==> src/rtl/rv32i_pkg.sv <==
// rtl/rv32i_pkg.sv - shared RV32I decode constants, immediate formats and immediate builder
package rv32i_pkg;

    localparam int          XLEN      = 32;
    localparam logic [31:0] NOP_INSTR = 32'h0000_0013;

    localparam logic [6:0] OP_R      = 7'b0110011;
    localparam logic [6:0] OP_IMM    = 7'b0010011;
    localparam logic [6:0] OP_LOAD   = 7'b0000011;
    localparam logic [6:0] OP_STORE  = 7'b0100011;
    localparam logic [6:0] OP_BRANCH = 7'b1100011;
    localparam logic [6:0] OP_LUI    = 7'b0110111;
    localparam logic [6:0] OP_AUIPC  = 7'b0010111;

    localparam logic [1:0] ULA_ADD   = 2'b00;
    localparam logic [1:0] ULA_BR    = 2'b01;
    localparam logic [1:0] ULA_FUNCT = 2'b10;

    typedef enum logic [2:0] {
        IMM_NONE,
        IMM_I,
        IMM_S,
        IMM_B,
        IMM_U
    } imm_fmt_e;

    // Reassemble the scattered immediate bits of each format into a 32-bit operand.
    function automatic logic [31:0] gen_imm(input logic [31:0] instr, input imm_fmt_e fmt);
        logic [31:0] imm;
        case (fmt)
            IMM_I:   imm = {{20{instr[31]}}, instr[31:20]};
            IMM_S:   imm = {{20{instr[31]}}, instr[31:25], instr[11:7]};
            IMM_B:   imm = {{19{instr[31]}}, instr[31], instr[7], instr[30:25], instr[11:8], 1'b0};
            IMM_U:   imm = {instr[31:12], 12'h000};
            default: imm = 32'h0000_0000;
        endcase
        return imm;
    endfunction

endpackage

==> src/rtl/reg_file.sv <==
// rtl/reg_file.sv - 32x32 register file, two combinational reads with write-back bypass, x0 hardwired to zero
module reg_file
    import rv32i_pkg::*;
(
    input  logic            clk,
    input  logic            rst,
    input  logic [4:0]      i_rs1,
    input  logic [4:0]      i_rs2,
    input  logic            i_we,
    input  logic [4:0]      i_wa,
    input  logic [XLEN-1:0] i_wd,
    output logic [XLEN-1:0] o_rd1,
    output logic [XLEN-1:0] o_rd2
);

    logic [XLEN-1:0] r_regs [32];
    logic            w_wr_en;

    assign w_wr_en = i_we && (i_wa != 5'd0);

    // Register array: cleared on reset, x0 is never written.
    always_ff @(posedge clk or posedge rst) begin
        if (rst) begin
            for (int i = 0; i < 32; i++) begin
                r_regs[i] <= '0;
            end
        end else if (w_wr_en) begin
            r_regs[i_wa] <= i_wd;
        end
    end

    // Reads see a same-cycle write-back so the pipeline needs no extra WB forwarding.
    always_comb begin
        o_rd1 = '0;
        o_rd2 = '0;
        if (i_rs1 != 5'd0) begin
            o_rd1 = (w_wr_en && (i_wa == i_rs1)) ? i_wd : r_regs[i_rs1];
        end
        if (i_rs2 != 5'd0) begin
            o_rd2 = (w_wr_en && (i_wa == i_rs2)) ? i_wd : r_regs[i_rs2];
        end
    end

endmodule

==> src/rtl/decode_stage.sv <==
// rtl/decode_stage.sv - RV32I decode stage: IF/ID register, register file, decoder, load-use stall
module decode_stage
    import rv32i_pkg::*;
#(
    parameter int          XLEN_P    = 32,
    parameter logic [31:0] NOP_WORD  = rv32i_pkg::NOP_INSTR
)(
    input  logic              clk,
    input  logic              rst,
    input  logic [31:0]       instr_in,
    input  logic [XLEN_P-1:0] pc_in,
    input  logic              if_valid_in,
    input  logic              flush_in,
    input  logic              wb_reg_wr_in,
    input  logic [4:0]        wb_rd_in,
    input  logic [XLEN_P-1:0] wb_data_in,
    input  logic              ex_mem_rd_in,
    input  logic [4:0]        ex_rd_in,
    output logic [XLEN_P-1:0] pc_out,
    output logic [XLEN_P-1:0] imm_out,
    output logic [XLEN_P-1:0] val_A_out,
    output logic [XLEN_P-1:0] val_B_out,
    output logic [4:0]        rs1_out,
    output logic [4:0]        rs2_out,
    output logic [4:0]        rd_out,
    output logic [6:0]        funct7_out,
    output logic [2:0]        funct3_out,
    output logic [1:0]        ula_out,
    output logic              mux_ula_out,
    output logic              pc_ula_out,
    output logic              mem_rd_out,
    output logic              mem_wr_out,
    output logic              reg_wr_out,
    output logic              mux_reg_wr_out,
    output logic              stall_out,
    output logic              illegal_out
);

    logic [31:0]       r_instr;
    logic [XLEN_P-1:0] r_pc;
    logic              r_valid;

    logic [6:0]  w_opcode;
    logic [4:0]  w_rs1;
    logic [4:0]  w_rs2;
    logic [1:0]  w_ula;
    logic        w_mux_ula;
    logic        w_pc_ula;
    logic        w_mem_rd;
    logic        w_mem_wr;
    logic        w_reg_wr;
    logic        w_mux_reg_wr;
    logic        w_legal;
    logic        w_uses_rs1;
    logic        w_uses_rs2;
    imm_fmt_e    w_fmt;
    logic        w_stall;
    logic        w_bubble;

    // IF/ID register: flush beats stall, stall holds, otherwise take the fetched slot.
    always_ff @(posedge clk or posedge rst) begin
        if (rst) begin
            r_instr <= NOP_WORD;
            r_pc    <= '0;
            r_valid <= 1'b0;
        end else if (flush_in) begin
            r_instr <= NOP_WORD;
            r_pc    <= '0;
            r_valid <= 1'b0;
        end else if (!w_stall) begin
            r_instr <= instr_in;
            r_pc    <= pc_in;
            r_valid <= if_valid_in;
        end
    end

    assign w_opcode = r_instr[6:0];
    // LUI reads nothing; zeroing rs1 lets the ALU compute 0 + imm.
    assign w_rs1    = (w_opcode == OP_LUI) ? 5'd0 : r_instr[19:15];
    assign w_rs2    = r_instr[24:20];

    // Main decoder: control word, immediate format and source-register usage per opcode.
    always_comb begin
        w_ula        = ULA_ADD;
        w_mux_ula    = 1'b0;
        w_pc_ula     = 1'b0;
        w_mem_rd     = 1'b0;
        w_mem_wr     = 1'b0;
        w_reg_wr     = 1'b0;
        w_mux_reg_wr = 1'b0;
        w_legal      = 1'b1;
        w_uses_rs1   = 1'b0;
        w_uses_rs2   = 1'b0;
        w_fmt        = IMM_NONE;
        case (w_opcode)
            OP_R: begin
                w_ula      = ULA_FUNCT;
                w_reg_wr   = 1'b1;
                w_uses_rs1 = 1'b1;
                w_uses_rs2 = 1'b1;
            end
            OP_IMM: begin
                w_ula      = ULA_FUNCT;
                w_mux_ula  = 1'b1;
                w_reg_wr   = 1'b1;
                w_uses_rs1 = 1'b1;
                w_fmt      = IMM_I;
            end
            OP_LOAD: begin
                w_mux_ula    = 1'b1;
                w_mem_rd     = 1'b1;
                w_reg_wr     = 1'b1;
                w_mux_reg_wr = 1'b1;
                w_uses_rs1   = 1'b1;
                w_fmt        = IMM_I;
            end
            OP_STORE: begin
                w_mux_ula  = 1'b1;
                w_mem_wr   = 1'b1;
                w_uses_rs1 = 1'b1;
                w_uses_rs2 = 1'b1;
                w_fmt      = IMM_S;
            end
            OP_BRANCH: begin
                w_ula      = ULA_BR;
                w_uses_rs1 = 1'b1;
                w_uses_rs2 = 1'b1;
                w_fmt      = IMM_B;
            end
            OP_LUI: begin
                w_mux_ula = 1'b1;
                w_reg_wr  = 1'b1;
                w_fmt     = IMM_U;
            end
            OP_AUIPC: begin
                w_mux_ula = 1'b1;
                w_pc_ula  = 1'b1;
                w_reg_wr  = 1'b1;
                w_fmt     = IMM_U;
            end
            default: begin
                w_legal = 1'b0;
            end
        endcase
    end

    // A load in EX whose destination feeds this instruction needs one bubble.
    assign w_stall  = r_valid && !flush_in && ex_mem_rd_in && (ex_rd_in != 5'd0) &&
                      (((ex_rd_in == w_rs1) && w_uses_rs1) || ((ex_rd_in == w_rs2) && w_uses_rs2));
    assign w_bubble = w_stall || !r_valid || flush_in;

    reg_file u_reg_file (
        .clk   (clk),
        .rst   (rst),
        .i_rs1 (w_rs1),
        .i_rs2 (w_rs2),
        .i_we  (wb_reg_wr_in),
        .i_wa  (wb_rd_in),
        .i_wd  (wb_data_in),
        .o_rd1 (val_A_out),
        .o_rd2 (val_B_out)
    );

    assign pc_out         = r_pc;
    assign imm_out        = gen_imm(r_instr, w_fmt);
    assign rs1_out        = w_rs1;
    assign rs2_out        = w_rs2;
    assign rd_out         = r_instr[11:7];
    assign funct7_out     = r_instr[31:25];
    assign funct3_out     = r_instr[14:12];
    assign ula_out        = w_bubble ? ULA_ADD : w_ula;
    assign mux_ula_out    = !w_bubble && w_mux_ula;
    assign pc_ula_out     = !w_bubble && w_pc_ula;
    assign mem_rd_out     = !w_bubble && w_mem_rd;
    assign mem_wr_out     = !w_bubble && w_mem_wr;
    assign reg_wr_out     = !w_bubble && w_reg_wr;
    assign mux_reg_wr_out = !w_bubble && w_mux_reg_wr;
    assign stall_out      = w_stall;
    assign illegal_out    = !w_bubble && !w_legal;

endmodule

==> config.mk <==
export PLATFORM = sky130hd
export DESIGN_NAME = decode_stage
export DESIGN_NICKNAME = d
export VERILOG_FILES = /design/src/rtl/rv32i_pkg.sv /design/src/rtl/reg_file.sv /design/src/rtl/decode_stage.sv
export SDC_FILE = /design/constraint.sdc
export NUM_CORES = 2
export LEC_CHECK = 0
export CAP_MARGIN = 20
export CORE_ASPECT_RATIO = 1.5
export CORE_UTILIZATION = 40
export CTS_BUF_LIST = sky130_fd_sc_hd__clkbuf_16
export DETAILED_ROUTE_END_ITERATION = 10
export PLACE_DENSITY_LB_ADDON = 0.1
export SYNTH_ARGS = -nofsm -noshare
export SYNTH_HDL_FRONTEND = slang
export SYNTH_SLANG_ARGS = --single-unit
==> constraint.sdc <==
create_clock -name clk -period 58 [get_ports clk]
set_input_delay 17.4 -clock clk [delete_from_list [all_inputs] [get_ports clk]]
set_output_delay 17.4 -clock clk [all_outputs]
set_load 0.1 [all_outputs]
* Word-level counts from Yosys, hierarchy flattened
Index checks and enable logic that the tools add are counted.
** Operators by class
- Multiplexer cells :: 32
- Bitwise gates (word level) :: 3
- Eq/ne operators :: 16
- Reduce and logical (&&, ||, !) cells :: 35
- Magnitude comparators :: 4
** Operators with widths (number)
- 1024-bit bitwise mux :: 1
- 32-bit two-way mux :: 13
- 32-bit binary-select mux with 5-bit select :: 2
- 32-bit demux with 5-bit select :: 1
- 32-bit case mux with 4 select lines :: 1
- 7-bit by 6-bit equality test with 1-bit output (second input constant) :: 3
- 5-bit equality test :: 4
- 5-bit nonzero test :: 4
- 6-bit >= comparator (second input constant) :: 3
- 5-bit inverter with 6-bit output :: 3
- 1-bit logical AND :: 16
- 5-bit OR reduction :: 3
- 7-bit by 5-bit equality test with 1-bit output (second input constant) :: 2
- 3-bit case mux with 4 select lines :: 1
- 1-bit two-way mux :: 10
- 7-bit by 2-bit equality test with 1-bit output (second input constant) :: 1
- 7-bit equality test (second input constant) :: 1
- 7-bit OR reduction :: 1
- 3-bit by 2-bit equality test with 1-bit output (second input constant) :: 2
- 6-bit by 1-bit < comparator with 1-bit output (second input constant) :: 1
- 2-bit OR reduction :: 3
- 5-bit two-way mux :: 1
- 1-bit logical NOT :: 4
- 2-bit case mux with 2 select lines :: 1
- 6 further kinds :: 8
** Storage, ports and cells
- Bits in registers :: 1089
- Word-level logic and storage cells :: 125
- Input bits :: 112
- Output and inout port bits :: 163

* Depth between registers and ports, before layout
- Depth in word-level cells :: 10
- Depth in mapped cells :: 12
- Mapped depth without buffers :: 7

* Hierarchy
Synthesis repeated with hierarchy kept, for this count alone.
** Unflattened totals
- Cells, all modules :: 4706
- Area, all modules :: 61686.7 um2
** Modules (own cells, without submodules)
- reg_file :: sequential area each 25624.6 um2, area an instance 55680.9 um2, times used 1, cells each 3936
- decode_stage :: sequential area each 1630.3 um2, area an instance 6005.8 um2, times used 1, cells each 770

* Worst setup path after synthesis
OpenSTA, ideal clock, no wires.
- Path kind :: input port to output port
- From :: input port ex_rd_in[1]
- To :: output port mux_reg_wr_out
- Buffers on the path :: 1
- Arrival :: 21.800 ns
- Stages :: 8
- Data required time :: 40.600 ns
- Slack :: 18.800 ns
- Cell sequence :: xnor2_1 > a32oi_1 > o32ai_1 > nand4_1 > a221oi_4 > nand2b_1 > nor4_1 > buf_4
** Between the ends
- Longest elaborated chain between the ends :: 8
- Elaborated cells on any way between the ends :: 12
- Those cells by class :: 2 x eq/ne; 10 x reduce/logical
** Ends and longest elaborated chain
- start, declared :: line decode_stage.sv:18 : input logic [4:0] ex_rd_in,
- 5-bit equality test :: line decode_stage.sv:149 : (((ex_rd_in == w_rs1) && w_uses_rs1) || ((ex_rd_in == w_rs2) && w_uses_rs2));
- 1-bit logical AND :: line decode_stage.sv:149
- 1-bit logical OR :: line decode_stage.sv:149
- 1-bit logical AND * :: line decode_stage.sv:148 : assign w_stall = r_valid && !flush_in && ex_mem_rd_in && (ex_rd_in != 5'd0) &&
- 1-bit logical OR * (2 in a row) :: line decode_stage.sv:150 : assign w_bubble = w_stall || !r_valid || flush_in;
- 1-bit logical NOT *
- 1-bit logical AND *
- end, declared :: line decode_stage.sv:34 : output logic mux_reg_wr_out,
Every way passes the cells marked *; elsewhere a longest branch is shown, timed or not.

* Final worst setup path
- From :: input port wb_rd_in[4]
- To :: output port val_B_out[26]
** Between the ends
- Longest elaborated chain between the ends :: 5
- Elaborated cells on any way between the ends :: 6
- Those cells by class :: 1 x eq/ne; 2 x mux; 3 x reduce/logical
** Ends and longest elaborated chain
- start, declared :: line decode_stage.sv:15 : input logic [4:0] wb_rd_in,
- 5-bit nonzero test :: line reg_file.sv:19 : assign w_wr_en = i_we && (i_wa != 5'd0);
- 1-bit logical AND :: line reg_file.sv:19
- 1-bit logical AND * :: line reg_file.sv:40 : o_rd2 = (w_wr_en && (i_wa == i_rs2)) ? i_wd : r_regs[i_rs2];
- 32-bit two-way mux * :: line reg_file.sv:40
- 32-bit two-way mux * :: line reg_file.sv:39 : if (i_rs2 != 5'd0) begin
- end, declared :: line decode_stage.sv:22 : output logic [XLEN_P-1:0] val_B_out,
Marks and branches as above.

==> flow_metrics.env <==
export IMPL_status="completed"
export IMPL_critical_path_top_delay_family="buffers and inverters"
export IMPL_synth_mux_area_share_pct=34.2
export IMPL_worst_pin_slew_ns=1.26
export IMPL_critPathLaunchType="primary input"
export IMPL_post_dp_hpwl_mm=134
export IMPL_synth_top_cell_by_area="dfrtp_1"
export IMPL_cts_resized_gates=0
export IMPL_antenna_found_initial=14
export IMPL_utilization_pct=46.0
export IMPL_drtIter0Drc=4916
export IMPL_rrSetupSlack_ns=53.30
export IMPL_start_util_pct=40.3
export IMPL_r2r_end="pc_out[20]$_DFFE_PP0P_"
export IMPL_fin_nets=4866
export IMPL_fp_dieH_um=470
export IMPL_fp_dieW_um=314
export IMPL_cts_root_buffer="clkbuf_16"
export IMPL_clk_latency_ns=0.74
export IMPL_reg2regPathDepth=8
export IMPL_final_cell_mix="mux2_2 (1109), dfrtp_1 (1078), nand2_1 (325)"
export IMPL_overflow=0
export IMPL_drive_gt1_share_pct=36.5
export IMPL_synth_cells=4762
export IMPL_cts_sinks=1089
export IMPL_required_ns=40.60
export IMPL_track_usage_pct=32.9
export IMPL_synthesis_nets=4874
export IMPL_io_pins=275
export IMPL_min_path_cells=0
export IMPL_end_kind="output port"
export IMPL_synth_async_reset_ratio_pct=100
export IMPL_drt_first_pass_iters=5
export IMPL_fin_worst_skew_ns=0.0126
export IMPL_vias=44209
export IMPL_synth_edff_count=0
export IMPL_power_density_nw_per_um2=33.8
export IMPL_fmax_mhz=25.4
export IMPL_synthSimpleGateAreaFrac_pct=5.39
export IMPL_wirelength_mm=244
export IMPL_coreArea_um2=145000
export IMPL_vias_per_cell=6.55
export IMPL_rsz0062_at_grt="false"
export IMPL_fin_ws_ns=18.66
export IMPL_cts_tree="yes"
export IMPL_grt_pass1_wl_mm=346
export IMPL_holdPathEnd="u_reg_file.r_regs[1013]$_DFFE_PP0P_"
export IMPL_ir_worst_vdd_mv=0.0232
export IMPL_slew_headroom_pct=16.1
export IMPL_ys_warn_count=0
export IMPL_synth_adder_area_share_pct=0
export IMPL_fin_area_um2=66600
export IMPL_synth_xor_area_share_pct=0.225
export IMPL_cts_hold_buffers_added=0
export IMPL_synth_seq_area_share_pct=46.6
export IMPL_tns_ns=0
export IMPL_power_leakage_nw=28.1
export IMPL_synth_top_family_by_area="multiplexers"
export IMPL_hp_class="reg -> reg"
export IMPL_hold_path_startpoint="u_reg_file.r_regs[1013]$_DFFE_PP0P_"
export IMPL_slowest_stage="clkdlybuf4s50_1"
export IMPL_slew_viol_final=0
export IMPL_synth_cell_types=63
export IMPL_place_area_um2=62900
export IMPL_cts_htree_levels=3
export IMPL_synth_compound_area_share_pct=9.53
export IMPL_cp_max_fo=29
export IMPL_finalHoldViolCount=0
export IMPL_finalSetupViolations=0
export IMPL_placementRows=171
export IMPL_finalWeightedCongestion=0.808
export IMPL_final_common_cell="mux2_2"
export IMPL_crit_chain="clkdlybuf4s50_1, nor3_1, nand2_1, nand2_1, nor4_4, buf_4, buf_4, a21oi_1, nor2_1, clkdlybuf4s50_1"
export IMPL_io_buffers=274
export IMPL_maxCapViolCount=0
export IMPL_synthTopCellsByArea="dfrtp_1 (46%), mux2_2 (21%), mux4_2 (11%), clkbuf_1 (2.5%), nand2_1 (2.2%)"
export IMPL_cts_buffers=112
export IMPL_area_growth_syn_to_layout_pct=13.9
export IMPL_place_ws_ns=18.80
export IMPL_wl_per_cell_um=36.2
export IMPL_ant_nets=0
export IMPL_clockBufferDepth=3
export IMPL_post_route_period_util_pct=67.8
export IMPL_fin_crit_ns=39.34
export IMPL_drc_errors=0
export IMPL_clk_pin_slew_ns=0.06
export IMPL_yosysTopAreaCellShare_pct=46.5
export IMPL_totalPowerFinal_mw=2.25
export IMPL_cp_arrival_ns=21.94
export IMPL_syn_area_per_cell_um2=12.3
export IMPL_r2r_start="r_instr[1]$_DFFE_PP1P_"
export IMPL_path_class="in -> out"
export IMPL_ys_flop_type="dfrtp_1"
export IMPL_ys_seq_elements=1089
export IMPL_grt_pass1_vias=44241
export IMPL_syn_area_um2=58400
export IMPL_die_area_um2=148000
export IMPL_critPathMaxStageDelay_ns=1.24
export IMPL_cts_setup_buffers=0
export IMPL_crit_buf_inv=4
export IMPL_grt_max_degree=162
-- through the flow --
stage	hold slack (ns)	std cells
CTS	0.402	6735
global route	0.407	6745
global placement	0.388	6529
detailed placement	0.389	6534
finish	0.402	6747
floorplan	0.446	4762
-- synthesized netlist by cell type, types with 2 or more instances --
cell type  instances
clkbuf_1         386
a22o_1            19
dfrtp_1         1086
buf_4             33
o2bb2ai_1          2
nor4bb_1           2
nand3_1           40
nor2b_1           29
and2_1            10
nor3b_1            3
buf_1             72
or3_1              7
a21oi_2            2
a211o_1           22
mux2i_1          126
o211a_1            2
o21ai_1           36
o31ai_1           22
xor2_1             4
a31oi_1           66
o2111ai_1          2
dfstp_2            3
mux2_2          1109
a22oi_1           36
nor2_1           145
a221oi_1          79
o221ai_1          18
nand2b_1           8
mux4_2           276
and4_1            21
nand3b_1           4
or4_1             12
a21o_1            20
or3b_2             2
o21ai_0          174
nand4_1           13
buf_2             60
xnor2_1           11
a21oi_1          169
or2_2              2
nand2_1          343
a211oi_1          83
o22ai_1          107
inv_1             26
nor3_1            52
-- routing by layer --
layer  global-route usage [%]  vias to the layer above  wire, µm
met5                        0                        -        41
li1                         -                    17755         -
met1                     45.3                    23710    102000
met3                     5.33                      499     18800
met4                     13.2                        6     10500
met2                     51.6                     2239    113000
-- state kept, by name, indices dropped and copies added (netlist names) --
signal and flops:
pc_out 32, r_instr 32, u_reg_file.r_regs 1024, r_valid 1
-- logic make-up after synthesis --
family,after synthesis
xor gates and xnor gates,15
and+or+nand+nor,700
AOI/OAI and AO/OA,869
muxes,1511
buffers and inverters,578
DFF,1089
-- cell type report --
class | instances | area (µm²)
diodes | 3 | 7.51
flip-flops and latches | 1089 | 27300
repair buffers | 429 | 4170
clock buffers | 115 | 2880
clock inverters | 86 | 587
multi-input cells | 3095 | 29200
fillers | 13261 | 78300
inverters | 27 | 109
well taps | 1903 | 2380
-- where the power goes --
group,total (mW),internal (mW),switching [mW],leakage [nW]
sequential,1.01,0.898,0.109,14.0
clock,0.716,0.391,0.325,1.80
combinational,0.528,0.250,0.278,12.3
total,2.25,1.54,0.712,28.1
-- worst max-delay path by stage --
stage | start | to | slack, ns | depth (start not counted)
after global routing | wb_rd_in[4] | val_B_out[28] | 18.58 | 10
after detailed placement | wb_rd_in[4] | val_B_out[26] | 18.80 | 10
final | wb_rd_in[4] | val_B_out[26] | 18.66 | 10
after global placement | wb_rd_in[2] | val_B_out[26] | 18.84 | 10
after floorplan | rst | pc_out[0]$_DFFE_PP0P_ | 9.95 | 1
after CTS | wb_rd_in[4] | val_B_out[26] | 18.79 | 10
Power figures use the tool's default switching activity.
